[src/rtl/emmc_req_arb.sv]
// emmc_req_arb
//   Round-robin arbiter that shares a single emmc_sm byte port among NREQ
//   requesters. One transaction is in flight at a time. The block issues it to
//   emmc_sm, waits for emmc_sm to finish (ready drops, then returns), and then
//   pulses done_o to the requester that owns the transaction. A watchdog aborts
//   a transaction that takes too long and reports it as an error.
//
// Handshake with emmc_sm:
//   - A command is accepted on any clock edge where sm_start_o=1 and sm_ready_i=1.
//   - The command completes on the first edge after the accept where sm_ready_i
//     is high again, provided it was seen low in between.
//   - Requesters hold req_i[k] high until done_o[k]. A request that drops before
//     it wins arbitration is never granted.
//
// Ports
//   clk_i, arst_i        core clock; asynchronous active-high reset
//   req_i/we_i/dat_i     per-requester request, direction (1=write), write byte
//   gnt_o                one-hot grant, held from win until the done cycle
//   done_o/err_o         one-cycle completion pulse; error flag, valid with done_o
//   dat_o                last byte read; holds until the next read capture
//   busy_o               high whenever the FSM is outside IDLE
//   sm_start_o/sm_we_o/sm_dat_o   command to emmc_sm
//   sm_dat_i/sm_dvalid_i/sm_ready_i  response from emmc_sm
//   state_o              current FSM state, for debug and checkers
//                        (0=IDLE 1=ISSUE 2=BUSY 3=DONE 4=DRAIN)
module emmc_req_arb #(
  parameter int NREQ      = 2,
  parameter int DAT_WIDTH = 8,
  parameter int TIMEOUT   = 4096
) (
  input  logic                      clk_i,
  input  logic                      arst_i,
  input  logic [NREQ-1:0]           req_i,
  input  logic [NREQ-1:0]           we_i,
  input  logic [NREQ*DAT_WIDTH-1:0] dat_i,
  output logic [NREQ-1:0]           gnt_o,
  output logic [NREQ-1:0]           done_o,
  output logic                      err_o,
  output logic [DAT_WIDTH-1:0]      dat_o,
  output logic                      busy_o,
  output logic                      sm_start_o,
  output logic                      sm_we_o,
  output logic [DAT_WIDTH-1:0]      sm_dat_o,
  input  logic [DAT_WIDTH-1:0]      sm_dat_i,
  input  logic                      sm_dvalid_i,
  input  logic                      sm_ready_i,
  output logic [2:0]                state_o
);

  localparam int PW = (NREQ > 1) ? $clog2(NREQ) : 1;
  localparam int TW = (TIMEOUT > 1) ? $clog2(TIMEOUT) : 1;
  // Only meaningful when TIMEOUT != 0; the watchdog is disabled otherwise.
  localparam logic [TW-1:0] TMAX = TW'(TIMEOUT - 1);

  typedef enum logic [2:0] {
    S_IDLE  = 3'd0,
    S_ISSUE = 3'd1,
    S_BUSY  = 3'd2,
    S_DONE  = 3'd3,
    S_DRAIN = 3'd4
  } state_t;

  state_t          state;
  logic [PW-1:0]   idx;
  logic [PW-1:0]   ptr;
  logic [TW-1:0]   timer;
  logic            seen_low;
  logic            got_data;

  logic            pick_found;
  logic [PW-1:0]   pick_idx;
  logic            wd_hit;
  logic [TW-1:0]   timer_inc;

  assign state_o = state;

  // Index arithmetic modulo NREQ (NREQ need not be a power of two).
  function automatic logic [PW-1:0] wrap_add(input logic [PW-1:0] base, input int off);
    int s;
    s = int'(base) + off;
    if (s >= NREQ) s = s - NREQ;
    return PW'(s);
  endfunction

  // Round-robin pick: scan from the farthest offset down so the request
  // closest to ptr (offset 0 first) is the one left in pick_idx.
  always_comb begin
    pick_found = 1'b0;
    pick_idx   = '0;
    for (int i = NREQ - 1; i >= 0; i--) begin
      if (req_i[wrap_add(ptr, i)]) begin
        pick_found = 1'b1;
        pick_idx   = wrap_add(ptr, i);
      end
    end
  end

  assign wd_hit    = (TIMEOUT != 0) && (timer == TMAX);
  assign timer_inc = (timer == '1) ? timer : timer + 1'b1;

  always_ff @(posedge clk_i or posedge arst_i) begin
    if (arst_i) begin
      state      <= S_IDLE;
      idx        <= '0;
      ptr        <= '0;
      timer      <= '0;
      seen_low   <= 1'b0;
      got_data   <= 1'b0;
      gnt_o      <= '0;
      done_o     <= '0;
      err_o      <= 1'b0;
      dat_o      <= '0;
      busy_o     <= 1'b0;
      sm_start_o <= 1'b0;
      sm_we_o    <= 1'b0;
      sm_dat_o   <= '0;
    end else begin
      // done_o/err_o are single-cycle pulses.
      done_o <= '0;
      err_o  <= 1'b0;
      case (state)
        S_IDLE: begin
          if (sm_ready_i && pick_found) begin
            idx             <= pick_idx;
            gnt_o           <= '0;
            gnt_o[pick_idx] <= 1'b1;
            sm_we_o         <= we_i[pick_idx];
            sm_dat_o        <= dat_i[pick_idx*DAT_WIDTH +: DAT_WIDTH];
            sm_start_o      <= 1'b1;
            timer           <= '0;
            busy_o          <= 1'b1;
            state           <= S_ISSUE;
          end
        end
        S_ISSUE: begin
          // sm_start_o is always high here, so ready alone means accepted.
          if (sm_ready_i) begin
            sm_start_o <= 1'b0;
            timer      <= '0;
            state      <= S_BUSY;
          end else if (wd_hit) begin
            done_o     <= gnt_o;
            err_o      <= 1'b1;
            gnt_o      <= '0;
            sm_start_o <= 1'b0;
            ptr        <= wrap_add(idx, 1);
            seen_low   <= 1'b0;
            got_data   <= 1'b0;
            state      <= S_DRAIN;
          end else begin
            timer <= timer_inc;
          end
        end
        S_BUSY: begin
          if (!sm_ready_i) seen_low <= 1'b1;
          if (!sm_we_o && sm_dvalid_i) begin
            dat_o    <= sm_dat_i;
            got_data <= 1'b1;
          end
          if (seen_low && sm_ready_i) begin
            done_o <= gnt_o;
            // A dvalid arriving on the completion cycle still counts.
            err_o  <= !sm_we_o && !(got_data || sm_dvalid_i);
            state  <= S_DONE;
          end else if (wd_hit) begin
            done_o     <= gnt_o;
            err_o      <= 1'b1;
            gnt_o      <= '0;
            sm_start_o <= 1'b0;
            ptr        <= wrap_add(idx, 1);
            seen_low   <= 1'b0;
            got_data   <= 1'b0;
            state      <= S_DRAIN;
          end else begin
            timer <= timer_inc;
          end
        end
        S_DONE: begin
          gnt_o    <= '0;
          ptr      <= wrap_add(idx, 1);
          seen_low <= 1'b0;
          got_data <= 1'b0;
          busy_o   <= 1'b0;
          state    <= S_IDLE;
        end
        S_DRAIN: begin
          // Wait for emmc_sm to come back before arbitrating again.
          if (sm_ready_i) begin
            busy_o <= 1'b0;
            state  <= S_IDLE;
          end
        end
        default: begin
          busy_o <= 1'b0;
          state  <= S_IDLE;
        end
      endcase
    end
  end

endmodule

[config.mk]
export PLATFORM = sky130hd
export DESIGN_NAME = emmc_req_arb
export DESIGN_NICKNAME = d
export VERILOG_FILES = /design/src/rtl/emmc_req_arb.sv
export SDC_FILE = /design/constraint.sdc
export NUM_CORES = 1
export LEC_CHECK = 0
export CORE_MARGIN = 3
export CORE_UTILIZATION = 52
export DETAILED_ROUTE_END_ITERATION = 6
export GPL_ROUTABILITY_DRIVEN = 0
export PLACE_DENSITY = 0.85
export SETUP_SLACK_MARGIN = 0.02
export SYNTH_ARGS = -nofsm -noshare
export SYNTH_HDL_FRONTEND = slang
export SYNTH_SLANG_ARGS = --single-unit
[constraint.sdc]
create_clock -name clk_i -period 3.8 [get_ports clk_i]
set_input_delay 0.76 -clock clk_i [delete_from_list [all_inputs] [get_ports clk_i]]
set_output_delay 0.76 -clock clk_i [all_outputs]
set_load 0.03 [all_outputs]
==> results.cfg <==
[synth]
ys_warn_count = 0
async_reset_ff_share_pct = 100.0
synth_most_common_cell = dfrtp_1
yosysTopAreaCell = dfrtp_1
syn_inst = 216
synth.cell_area_sq_um = 2165
syn_nets = 249
synthTopCellsByArea = dfrtp_1 50%, mux2i_1 5.1%, o21ai_0 5.1%, a21oi_1 4.2%, mux2_2 4.2%
synth_edf_count = 0
yosysTopAreaCellShare_pct = 49.71
avgSynthCellArea_sq_um = 10.02
ys_ff_latch = 43
yosysSeqAreaShare_pct = 49.71
synthFlopType = dfrtp_1
synth.top_cells.by_count = 43 x dfrtp_1, 22 x o21ai_0, 20 x nand2_1
ys_types = 43

[detailed_routing]
drt_wl_total_mm = 4.928
drtAntennaViolNets = 0
wl_per_cell_microns = 15.35
via_per_inst = 5.779
dr.pass1.iters = 4
drc = 0
drtIter0Drc = 172
vias = 1855

[setup_path]
worstPathMaxFanout = 24
end_kind = flip-flop
cp-start-kind = input pin
worstSetupPathType = in2reg
arrival_ns = 2.80
worstPathRequired_ns = 3.98

[timing]
worst_slew_pin_slew_ns = 0.9420
fmax_mhz = 381.3
maxSlewViolCount = 0
rsz0062_at_grt = no
relSlewSlack_pct = 36.67
finalClockSkew_ns = 0.01106
finalCritPeriodShare_pct = 69.01
fin_setup_tns_ns = 0
whs_ns = 0.4473
fin_crit_ns = 2.622
hold_viol_final = 0
setup_viol = 0
fin_ws_ns = 1.178

[final_layout]
antennaDiodeCount = 0
fillers = 294
area_growth_pct = 32.08
drive_above_1_share_pct = 10.62
postLayoutCoreUtil_pct = 74.72
final_nets = 305

[cts]
root_buffer = clkbuf_8
cts_tree = done
cts_setup_buffers = 0
cts-htree-levels = 2
cts_made_buffers = 5
clockBufferDepth = 2
post_cts_resized = 0
clkTransAtPathRegs_ns = 0.09
clk_latency_ns = 0.30
clock_sinks = 43
cts.hold.buffers_added = 0

[power_and_ir_drop]
power_switching_w = 0.0008613
switching_share_pct = 42.16
pwr-share-clk_pct = 14.0
ir_drop_mv = 0.4709
combPwrFrac_pct = 49.7
seq_power_share_pct = 36.3
power_density_nw_per_um2 = 714.6
power.leakage_nw = 1.196
p_int_w = 0.001182

[grt]
grt_pass1_wl_mm = 8.224
track_usage_pct = 20.63
grt_pass1_vias = 1748
grt_antenna_before_repair = 0
grt_max_degree = 44
grt-ovfl-total = 0

[die]
dieArea_sq_um = 4973
placementRows = 22
core_area_sq_um = 3826
pin_count = 59
initial_core_util_pct = 56.57
die_h_microns = 70.52
dieWidth_microns = 70.52

[outcome]
status = finished clean

[flow_run]
maxCapViolations = 0

[placement]
port_buffers = 58
dp_hpwl_mm = 3.537
place_ws_ns = 0.8856

[min_path]
hold_class = reg2reg
## state kept, by name (all words and copies together), names as in the netlist
name	cells
busy_o	1
dat_o	8
done_o	2
err_o	1
gnt_o	2
got_data	1
idx	1
ptr	1
seen_low	1
sm_dat_o	8
sm_start_o	1
sm_we_o	1
state_o	3
timer	12
## worst max-delay path, cell delays in order
cell and delay (ns):
clkdlybuf4s50_1 0.73, o21ai_0 0.30, a221oi_2 0.33, buf_4 0.29, a21boi_0 0.28, mux2i_1 0.11
## cell usage in the layout, fill, tap and decap left out, drive strengths merged, types with 3 or more instances in the layout
cell type      instances
o31ai                  3
or2                    3
a21oi                 19
nand2                 20
clkdlybuf4s50         58
nor2b                  6
clkbuf                 6
a41oi                  3
o21ai                 22
nand3                  5
mux2                   8
dfrtp                 43
mux2i                 11
inv                    9
nand4                  3
buf                    3
a31oi                  3
nor2                   8
o211ai                 3
nor4                   4
## through the flow
stage          std cells  total power [W]  instance area (sq um)
6_report             321         0.002043                   2859
3_3_place_gp         313         0.001738                   2774
3_5_place_dp         313         0.001766                   2774
5_1_grt              321         0.002187                   2859
4_1_cts              321         0.002054                   2859
2_1_floorplan        216         0.001389                   2165
## power by group through the flow
stage	logic [W]	clock network (W)	registers [W]
floorplan	0.000446	0	0.000942
global placement	0.000997	0	0.000741
detailed placement	0.00102	0	0.000748
CTS	0.00102	0.000286	0.000742
global route	0.00110	0.000314	0.000768
finish	0.00101	0.000286	0.000743
## path summary, 6_finish.rpt
| path | start | endpoint | slack (ns) | cells after the start |
|---|---|---|---|---|
| min in group asynchronous | arst_i | done_o[0] | 0.90 | 3 |
| max reg2reg | timer[0] | gnt_o[0] | 1.35 | 5 |
| max in group asynchronous | arst_i | state_o[0] | 2.53 | 3 |
| min | idx | ptr | 0.45 | 1 |
| min reg2reg | idx | ptr | 0.45 | 1 |
| max | sm_ready_i | timer[0] | 1.18 | 6 |
## cell families after synthesis
family / count (synthesis) / synth area share [%]
AOI/OAI and AO/OA: 67 / 19.31
buffers and inverters: 21 / 4.046
adders and majority gates: 1 / 0.5779
and+or+nand+nor: 65 / 17.11
DFF: 43 / 49.71
muxes: 19 / 9.249
## final cells by class
class                   instances  area [sq um]  share of cell area, %
well taps                      48         60.06                  2.101
multi-input cells             152          1001                  35.01
clock inverters                 2         12.51                 0.4376
flip-flops and latches         43          1076                  37.64
inverters                       9         33.78                  1.182
repair buffers                 61         603.1                  21.09
clock buffers                   6         72.57                  2.538
## layer usage
metal  global-route usage, %  part of all wire, %  up-vias
met5                       0                    0        -
met4                   6.383                  1.8        0
met3                   5.755                  5.3        9
met2                   33.37                   49       52
met1                   26.91                   44      892
li1                        -                    -      902
(Power assumes the default switching activity.)
==> patch 1, RTL diff (same settings) <==
Set the parameter `TIMEOUT` to 1024 (it was 4096).
--- a/src/rtl/emmc_req_arb.sv
+++ b/src/rtl/emmc_req_arb.sv
@@ -27,5 +27,5 @@
   parameter int NREQ      = 2,
   parameter int DAT_WIDTH = 8,
-  parameter int TIMEOUT   = 4096
+  parameter int TIMEOUT   = 1024
 ) (
   input  logic                      clk_i,
Function: no difference found for any inputs over 4 cycles, from zero or initial values and one cycle with arst_i high; that may be too few to reach the edited logic, so the function may still have changed.
==> patch 1 against the original RTL <==
- global-route usage rose by 0.69 points
- power decreased by 2.1%
- synthesized area fell by 7.2%
- sequential cell count decreased by 2
- non-clock buffer count decreased by 1
- wire length is 6.2% lower
- final area down 4.6%
- setup slack improved by 0.066 ns
- critical endpoint is now timer[5]
==> patch 1: results <==
{
  "largestRegisters": "timer (10), dat_o (8), sm_dat_o (8)",
  "muxShareOfSynthArea_pct": 9.963,
  "dp_slack_ns": 0.9812,
  "drt-wirelength-per-cell_um": 15.26,
  "worstSetupEndpoint": "timer[5]",
  "synth.distinct_cells": 45,
  "cp_slowest_stage_delay_ns": 0.70,
  "pin_count_of_the_biggest_net_entering_global_routing": 42,
  "cts_root_buffer": "sky130_fd_sc_hd__clkbuf_8",
  "tightest_slew_ns": 0.6352,
  "nFillCells": 238,
  "timing.reg2reg.worst_path_depth": 6,
  "max-vdd-ir-drop_mv": 0.6273,
  "wire_length_of_the_first_global_routing_pass_um": 7293,
  "reg2reg_to": "sm_start_o",
  "clk_latency_ns": 0.28,
  "first_global_vias": 1595,
  "yosys-top-cells-area": "sky130_fd_sc_hd__dfrtp_1 (51%), sky130_fd_sc_hd__mux2i_1 (5.5%), sky130_fd_sc_hd__o21ai_0 (5.2%)",
  "synth_commonest_cells": "sky130_fd_sc_hd__dfrtp_1 (41), sky130_fd_sc_hd__nand2_1 (27), sky130_fd_sc_hd__o21ai_0 (21)",
  "reg2reg_setup_slack_ns": 1.84,
  "synth_area_in_compound_gates_pct": 17.81,
  "clockBufferDepth": 2,
  "total_leakage_power_nw": 1.169,
  "critical_path_arrival_ns": 2.72,
  "synth_xor_xnor_area_share_pct": 0.4359,
  "largest_fanout_of_any_net_on_the_critical_path": 12,
  "grt.total_usage_pct": 21.32,
  "max_freq_ghz": 0.3911,
  "run_status": "complete, no violations",
  "nets": 289,
  "dp_hpwl_um": 3376,
  "synth_fa_ha_area_share_pct": 0.6227,
  "drive_gt1_share_pct": 9.339,
  "drtIter0Drc": 119,
  "syn_nets": 231,
  "routed_via_density": 5.558,
  "worst_clock_skew_ns": 0.007462,
  "seq_area_frac_synth_pct": 51.06
}
==> patch 1: metrics by stage <==
stage	hold slack [ns]	cells	cell area [um^2]	util [%]
2_1_floorplan	0.4229	198	2009	-
3_3_place_gp	0.4351	295	2610	74.13
3_5_place_dp	0.4435	295	2610	74.13
4_1_cts	0.4574	303	2726	77.43
5_1_grt	0.4652	303	2726	77.43
6_report	0.4457	303	2726	77.43
==> patch 1: logic make-up after synthesis <==
family	Yosys count
adder cells (fa/ha/maj)	1
multiplexers	19
AO/OA/AOI/OAI	58
buffers and inverters	16
flip-flops	41
XOR/XNOR	1
AND/OR/NAND/NOR	62
==> patch 1: worst min path at each step <==
stage / startpoint / end / slack [ns] / cells after the start
2_1_floorplan: idx / ptr / 0.42 / 1
3_3_place_gp: idx / ptr / 0.44 / 1
3_5_place_dp: idx / ptr / 0.44 / 1
4_1_cts: idx / ptr / 0.46 / 1
5_1_grt: idx / ptr / 0.47 / 1
6_report: idx / ptr / 0.45 / 1
==> patch 1: layer usage <==
| layer | track usage, % | vias up | share of wire (%) |
|---|---|---|---|
| met5 | 0 | - | 0 |
| met4 | 6.700 | 0 | 0.78 |
| met3 | 5.090 | 2 | 4.8 |
| met2 | 36.22 | 46 | 51 |
| met1 | 26.72 | 813 | 43 |
| li1 | - | 823 | - |
==> patch 1: final cells by class <==
class	instances	area (um^2)	share of cell area, %
timing repair buffer	60	595.6	21.84
tap	46	57.56	2.111
clock inverter	1	30.03	1.101
sequential	41	1026	37.63
multi-input combinational	141	904.6	33.18
clock buffer	7	86.33	3.167
inverter	7	26.28	0.9637
==> patch 1: power by group <==
group	internal (mW)	switching (mW)	total, mW
sequential	0.579	0.113	0.692
clock	0.214	0.140	0.355
combinational	0.408	0.545	0.953
==> patch 1: worst max-delay path: cells and delay by family <==
kind	cells	cell delay, ns
AOI/OAI and AO/OA	4	1.11
buffers and inverters	1	0.70
and+or+nand+nor	1	0.15
==> patch 2, RTL diff (config.mk and constraints unchanged) <==
Without the edit above. Put one more register stage on the output `err_o`, cleared by the reset. The value now appears one clock later. The other outputs are not delayed to match. Comments in the files are not updated.
--- a/src/rtl/emmc_req_arb.sv
+++ b/src/rtl/emmc_req_arb.sv
@@ -61,4 +61,6 @@
   } state_t;
 
+  logic err_s0;
+
   state_t          state;
   logic [PW-1:0]   idx;
@@ -109,5 +111,5 @@
       gnt_o      <= '0;
       done_o     <= '0;
-      err_o      <= 1'b0;
+      err_s0     <= 1'b0;
       dat_o      <= '0;
       busy_o     <= 1'b0;
@@ -118,5 +120,5 @@
       // done_o/err_o are single-cycle pulses.
       done_o <= '0;
-      err_o  <= 1'b0;
+      err_s0 <= 1'b0;
       case (state)
         S_IDLE: begin
@@ -141,5 +143,5 @@
           end else if (wd_hit) begin
             done_o     <= gnt_o;
-            err_o      <= 1'b1;
+            err_s0     <= 1'b1;
             gnt_o      <= '0;
             sm_start_o <= 1'b0;
@@ -161,9 +163,9 @@
             done_o <= gnt_o;
             // A dvalid arriving on the completion cycle still counts.
-            err_o  <= !sm_we_o && !(got_data || sm_dvalid_i);
+            err_s0 <= !sm_we_o && !(got_data || sm_dvalid_i);
             state  <= S_DONE;
           end else if (wd_hit) begin
             done_o     <= gnt_o;
-            err_o      <= 1'b1;
+            err_s0     <= 1'b1;
             gnt_o      <= '0;
             sm_start_o <= 1'b0;
@@ -199,4 +201,12 @@
   end
 
+  always_ff @(posedge clk_i or posedge arst_i) begin
+    if (arst_i) begin
+      err_o <= '0;
+    end else begin
+      err_o <= err_s0;
+    end
+  end
+
 endmodule
 
Function: changed (a bounded check fails within 10 cycles, from zero or initial values and one cycle with arst_i high).
==> patch 2 against the original RTL <==
- final area up 2.4%
- highest routed layer unchanged
- power down 1.5%
- largest cell class unchanged
- synthesized area up 2.9%
- via count up 3.8%
- register-to-register slack better by 0.45 ns
- setup slack better by 0.16 ns
- global-route usage up 0.081 points
- synthesized cell count up 5.6%
- sequential cell count up 1
- wire length down 0.77%
==> patch 2: results <==
{
  "run_status": "complete, no violations",
  "post_place_cells": 330,
  "largest_fanout_of_any_net_on_the_critical_path": 23,
  "nets": 320,
  "drtIter0Drc": 168,
  "final_cell_count_no_fill": 338,
  "first_global_vias": 1864,
  "synth_area_in_compound_gates_pct": 17.70,
  "worst_slew_margin_rel_pct": 28.10,
  "reg2reg_to": "timer[3]",
  "reg2reg_setup_slack_ns": 1.80,
  "worst_clock_skew_ns": 0.005394,
  "syn_nets": 261,
  "dp_hpwl_um": 3616,
  "synth.distinct_cells": 49,
  "total_leakage_power_nw": 1.290,
  "worstSetupEndpoint": "sm_we_o",
  "drive_gt1_share_pct": 11.11,
  "finalInstanceArea_um2": 2927,
  "yosys-top-cells-area": "sky130_fd_sc_hd__dfrtp_1 (49%), sky130_fd_sc_hd__o21ai_0 (5.6%), sky130_fd_sc_hd__nand2_1 (4.7%)",
  "post_place_cell_area_um2": 2839,
  "critical_path_arrival_ns": 2.60,
  "nFillCells": 291,
  "cell_family_with_most_cp_delay": "simple AND/OR/NAND/NOR gates",
  "seq_area_frac_synth_pct": 49.44,
  "worst_hold_path.num_cells": 0,
  "r2r_start": "state_o[1]",
  "final_min_period_over_clock_period_pct": 64.70,
  "hold_startpoint": "err_s0",
  "worst_hold_path_type": "flop to flop",
  "num_antenna_cells": 0,
  "muxShareOfSynthArea_pct": 8.539,
  "pin_count_of_the_biggest_net_entering_global_routing": 32,
  "synth_fa_ha_area_share_pct": 0.5618,
  "synth.avg_cell_area_um2": 9.768,
  "synth_commonest_cells": "sky130_fd_sc_hd__dfrtp_1 (44), sky130_fd_sc_hd__nand2_1 (28), sky130_fd_sc_hd__o21ai_0 (25)"
}
-- patch 2: area by class of cell --
class / count / area share [%]
Multi-Input combinational cell: 166 / 35.36
Clock buffer: 5 / 2.351
Clock inverter: 3 / 0.6413
Inverter: 8 / 1.026
Tap cell: 50 / 2.138
Sequential cell: 44 / 37.62
Timing Repair Buffer: 62 / 20.86
-- patch 2: power by group --
| part | switching (mW) | total (mW) | leakage [nW] | internal (mW) |
|---|---|---|---|---|
| logic | 0.574 | 0.997 | 0.675 | 0.423 |
| clock network | 0.156 | 0.284 | 0.0479 | 0.128 |
| registers | 0.116 | 0.732 | 0.567 | 0.616 |
-- patch 2: metal layers --
metal | vias up | GRT usage [%] | routed length, um
met3 | 14 | 6.452 | 374
met4 | 0 | 6.054 | 78
met1 | 890 | 27.56 | 2132
li1 | 938 | - | -
met2 | 83 | 32.76 | 2304
met5 | - | 0 | 0
